### src/rtl/labelled_regfile.sv
// labelled_regfile
// ----------------
// DEPTH x WIDTH register file in which every entry carries a 1-bit security
// label (0 = L, 1 = H). The file supports:
//   - writes that replace data and label together,
//   - single-entry downgrade (label to L, data zeroised),
//   - label-checked reads with one cycle of latency,
//   - a background scrub that zeroises every H entry.
//
// Optional build macro: LBL_RF_DENY_CNT_EN adds a saturating deny_cnt output.
//
// Ports
//   clk, rst          clock, synchronous active-high reset
//   wr_en/wr_addr/wr_lbl/wr_data   write request (accepted when wr_ready)
//   wr_ready          write/clear accepted this cycle (low while scrubbing)
//   clr_en/clr_addr   downgrade-and-zeroise request (accepted when wr_ready)
//   rd_en/rd_addr/rd_lbl           read request with reader clearance
//   rd_data/rd_valid/rd_denied     registered read response
//   scrub_req         start a scrub of all H entries
//   scrub_busy        scrub in progress (exactly DEPTH cycles)
//   scrub_done        one-cycle pulse after the last entry is scrubbed
//   deny_cnt          (LBL_RF_DENY_CNT_EN only) saturating count of denials
module labelled_regfile #(
  parameter int WIDTH = 8,
  parameter int DEPTH = 4,
  parameter int AW    = $clog2(DEPTH),
  parameter int CW    = 8
) (
  input  logic             clk,
  input  logic             rst,
  input  logic             wr_en,
  input  logic [AW-1:0]    wr_addr,
  input  logic             wr_lbl,
  input  logic [WIDTH-1:0] wr_data,
  output logic             wr_ready,
  input  logic             clr_en,
  input  logic [AW-1:0]    clr_addr,
  input  logic             rd_en,
  input  logic [AW-1:0]    rd_addr,
  input  logic             rd_lbl,
  output logic [WIDTH-1:0] rd_data,
  output logic             rd_valid,
  output logic             rd_denied,
  input  logic             scrub_req,
  output logic             scrub_busy,
  output logic             scrub_done
`ifdef LBL_RF_DENY_CNT_EN
  ,
  output logic [CW-1:0]    deny_cnt
`endif
);

  localparam logic [1:0] S_IDLE = 2'd0;
  localparam logic [1:0] S_SCAN = 2'd1;
  localparam logic [1:0] S_DONE = 2'd2;

  logic [WIDTH-1:0] mem [DEPTH];
  logic [DEPTH-1:0] lbl;
  logic [1:0]       state;
  logic [1:0]       state_nxt;
  logic [AW-1:0]    idx;
  logic             rd_lbl_q;
  logic             deny_now;

  assign scrub_busy = (state == S_SCAN);
  assign scrub_done = (state == S_DONE);
  assign wr_ready   = !scrub_busy;

  // A read is refused when the entry label is above the reader clearance.
  assign deny_now   = lbl[rd_addr] & ~rd_lbl;

  // NOTE: every output of a combinational block gets a default assignment
  // first, so no path leaves it unassigned and no latch is inferred.
  always_comb begin
    state_nxt = state;
    case (state)
      S_IDLE:  if (scrub_req) state_nxt = S_SCAN;
      S_SCAN:  if (idx == AW'(DEPTH - 1)) state_nxt = S_DONE;
      S_DONE:  state_nxt = S_IDLE;
      default: state_nxt = S_IDLE;
    endcase
  end

  // NOTE: sequential state uses non-blocking assignments so every register
  // samples the pre-edge values; this gives read-before-write for free.
  always_ff @(posedge clk) begin
    if (rst) begin
      state <= S_IDLE;
      idx   <= '0;
    end else begin
      state <= state_nxt;
      if (state == S_IDLE && scrub_req) idx <= '0;
      else if (scrub_busy)              idx <= idx + 1'b1;
    end
  end

  // NOTE: the storage array is deliberately resettable: a reset must leave
  // no H data behind, so each entry is a flop with a synchronous clear
  // rather than an inferred RAM.
  always_ff @(posedge clk) begin
    if (rst) begin
      for (int i = 0; i < DEPTH; i++) mem[i] <= '0;
      lbl <= '0;
    end else if (scrub_busy) begin
      // Only H entries are touched; L entries survive the scrub.
      if (lbl[idx]) begin
        mem[idx] <= '0;
        lbl[idx] <= 1'b0;
      end
    end else begin
      if (wr_en) begin
        mem[wr_addr] <= wr_data;
        lbl[wr_addr] <= wr_lbl;
      end
      // Placed after the write so a same-address clear overrides it.
      if (clr_en) begin
        mem[clr_addr] <= '0;
        lbl[clr_addr] <= 1'b0;
      end
    end
  end

  // Registered read port; rd_data is zero whenever the read is not granted.
  always_ff @(posedge clk) begin
    if (rst) begin
      rd_data   <= '0;
      rd_valid  <= 1'b0;
      rd_denied <= 1'b0;
      rd_lbl_q  <= 1'b0;
    end else begin
      rd_valid  <= rd_en;
      rd_denied <= rd_en & deny_now;
      rd_data   <= (rd_en && !deny_now) ? mem[rd_addr] : '0;
      if (rd_en) rd_lbl_q <= rd_lbl;
    end
  end

`ifdef LBL_RF_DENY_CNT_EN
  // Counts alongside rd_denied (same edge), saturating at all-ones.
  always_ff @(posedge clk) begin
    if (rst)                                   deny_cnt <= '0;
    else if (rd_en && deny_now && deny_cnt != '1) deny_cnt <= deny_cnt + 1'b1;
  end
`endif

endmodule
### config.mk
export PLATFORM = sky130hd
export DESIGN_NAME = labelled_regfile
export DESIGN_NICKNAME = d
export VERILOG_FILES = /design/src/rtl/labelled_regfile.sv
export SDC_FILE = /design/constraint.sdc
export NUM_CORES = 1
export LEC_CHECK = 0
export ABC_AREA = 1
export BUFFER_PORTS_ARGS = -buffer_cell sky130_fd_sc_hd__buf_2
export CORE_ASPECT_RATIO = 1.25
export CORE_MARGIN = 4
export CORE_UTILIZATION = 30
export DETAILED_ROUTE_END_ITERATION = 10
export PLACE_DENSITY = 0.51
export SKIP_LAST_GASP = 1
export SYNTH_ARGS = -nofsm -noshare
export SYNTH_HDL_FRONTEND = slang
export SYNTH_SLANG_ARGS = --single-unit
### constraint.sdc
create_clock -name clk -period 1.9 [get_ports clk]
set_clock_uncertainty 0.05 [all_clocks]
set_input_delay 0.38 -clock clk [delete_from_list [all_inputs] [get_ports clk]]
set_output_delay 0.38 -clock clk [all_outputs]
set_load 0.02 [all_outputs]
==> metrics <==
Seq cells post-synth=50; vias in the first global route=2423; FF/Latch Area=1000 um2; Clk pwr share=31.0%; first-pass GRT wire length=11800 um; RR Endpoint=mem[3][1]; FP Rows=37; post-CTS setup buffers=0; FILL cells=913; CTS Sinks=50; Routed WL=7220 um; slew margin rel.=76.5%; WHS Path Cells=3; setup violators final=0; Port Buffer Count=34; Initial Utilization=30.7%; initial antenna violation count=0; Slew @ Worst Pin=353 ps; cts repair resizes=0; Max Slew Vio Count=0; worst-path cell chain=inv_1 -> nor2_1 -> buf_4 -> buf_2; Critical Path Source Type=register; net switching power=0.666 mW; Placer Congestion=0.834; fin crit share=93.0%; footprint of the multi-input gates=1300 um2; CTS tree=yes; crit-path max FO=6; unrepaired setup endpoints after global routing=false; aggregate negative setup slack=0 ps; final hold vios=0; r2r setup slk=180 ps; critical path class=reg -> out; H-tree levels=2; status=finished clean; Synth cell types=29; drt first-iter violations=110; maxcap violations=0; # diodes=0; clk buf depth=2; GRT Total Usage=14.6%; Cells after Synth=355; DRC=0; post-synth net total=381; final worst path period need=1770 ps; Leak=1.35 nW; HPWL Detailed=5390 um; total gr overflow=0; CP max stage cell=dfxtp_1; die width=90.2 um; Gate power share=17.4%; Worst VDD drop=0.275 mV; critical path arrival=1340 ps; Post-layout nets=426; sequential share of power=51.6%; switching share of power=30.8%; Fmax=566 MHz; synth warn=0; R2R Path Start=idx[0]; vias per cell=5.00; sink of the worst hold path=rd_denied; CTS Hold Buffers Added=0; layout cell share with drive strength beyond 1=21.4%; Chip Height=111 um; P&R area growth vs syn=17.7%; internal power of the cells=1.50 mW; I/O pin cnt=35; WP data required=1470 ps; pin count of the biggest net entering global routing=30; root buf cell=clkbuf_8; hold path startpoint=rd_lbl; number of routed nets with antenna violations=0; Setup crit end kind=primary output; Inserted Clock Buffers=5; mapped cell area=2530 um2; sequential cell area fraction in the yosys report=39.5%; Final Power=2.16 mW; WL per Instance=14.5 um; die area=9990 um2; PD cells=725 nW/um2; total number of vias=2488; Mean Syn Cell Area=7.14 um2; critical path's largest stage delay=370 ps; clock network latency to the later pin of the worst-skew pair=310 ps; CORE AREA=8240 um2; R2R cell count=9; TritonRoute pass-1 iters=4; HP Class=in -> reg; clock slew at reported path FFs=100 ps
-- layer usage --
layer  track usage [%]  routed length [um]  vias to the layer above
li1                  -                   -                     1261
met1              17.8                3210                     1132
met2              25.2                3510                       79
met3              2.38                 302                       16
met4              5.82                 193                        0
met5                 0                   0                        -
-- flip-flops by register name, summed over array words and instances, names as in the netlist --
name,cells
idx,2
lbl,4
mem,32
rd_data,8
rd_denied,1
rd_valid,1
state,2
-- worst max path at each step --
| stage | to | startpoint | slack [ps] |
|---|---|---|---|
| 3_5_place_dp | mem[2][1] | idx[0] | 110 |
| 3_3_place_gp | mem[2][0] | idx[0] | 130 |
| 6_report | scrub_busy | state[0] | 130 |
| 5_1_grt | mem[3][6] | idx[0] | 3 |
| 4_1_cts | mem[2][1] | idx[0] | 90 |
| 2_1_floorplan | mem[3][0] | state[0] | 380 |
-- worst max-delay path: cells and delay by family, from the launching register on --
kind,cells,cell delay (ps)
buffers and inverters,3,420
AND/OR/NAND/NOR,1,230
flip-flops,1,370
-- synthesized netlist by cell type (all sizes together) --
library cell / number / area [um2]
ha: 4 / 50.1
nand2: 62 / 268
o211ai: 9 / 67.6
a21oi: 40 / 200
dfxtp: 50 / 1000
buf: 10 / 72.6
nand3: 53 / 283
a21o: 1 / 7.51
o21ai: 13 / 65.1
o211a: 1 / 10.0
nor2: 51 / 215
o22ai: 1 / 6.26
nor3: 5 / 25.0
inv: 38 / 143
or2: 1 / 6.26
clkbuf: 6 / 22.5
clkinv: 1 / 5.00
nand4: 8 / 80.1
or3: 1 / 6.26
-- through the flow --
stage	setup WS, ps	util, %	instance area, um2	hold WS, ps	std cells
final	134	36.2	2980	268	498
after global routing	2.55	36.2	2980	281	498
after CTS	86.7	36.1	2980	269	498
after detailed placement	108	35.0	2880	420	490
after global placement	125	35.0	2880	416	490
after floorplan	385	-	2530	396	355
-- cell usage in the layout, fill, tap and decap left out --
master | Yosys | layout
or3_1 | 1 | 1
inv_1 | 34 | 34
or2_2 | 1 | 1
a21oi_1 | 40 | 40
buf_4 | 0 | 20
nand4_4 | 2 | 2
o21ai_0 | 13 | 13
nand2_4 | 2 | 2
dfxtp_1 | 50 | 50
clkbuf_8 | 0 | 5
nor2_4 | 1 | 1
o211a_1 | 1 | 1
buf_2 | 4 | 34
ha_1 | 4 | 4
inv_2 | 4 | 4
inv_6 | 0 | 2
nand2_1 | 52 | 51
nor3_1 | 5 | 5
nor2_1 | 49 | 49
nand4_1 | 6 | 6
o211ai_1 | 9 | 9
nor2_8 | 1 | 1
nand3_4 | 1 | 1
nand3_1 | 51 | 50
nand2_2 | 8 | 9
clkinv_2 | 1 | 1
nand3_2 | 1 | 2
o22ai_1 | 1 | 1
clkinv_4 | 0 | 1
a21o_1 | 1 | 1
-- cell families after synthesis --
logic type | after synthesis | share of synthesized area [%]
AOI/OAI and AO/OA | 65 | 14.1
DFF | 50 | 39.5
adders and majority gates | 4 | 1.98
and+or+nand+nor | 181 | 34.9
buffers and inverters | 55 | 9.58
-- layout make-up --
type	count	area share [%]
clock buffer	5	2.31
multi-input combinational	250	43.5
inverter	39	4.95
sequential	50	33.6
timing repair buffer	54	10.7
clock inverter	3	0.881
tap	97	4.07
-- power by group through the flow --
| stage | Combinational [mW] | Sequential [mW] | Clock (mW) |
|---|---|---|---|
| after floorplan | 0.249 | 1.15 | 0 |
| after global routing | 0.424 | 1.12 | 0.731 |
| after CTS | 0.378 | 1.12 | 0.694 |
| after global placement | 0.376 | 1.14 | 0 |
| final | 0.377 | 1.12 | 0.670 |
| after detailed placement | 0.377 | 1.14 | 0 |
(Power assumes the default switching activity.)
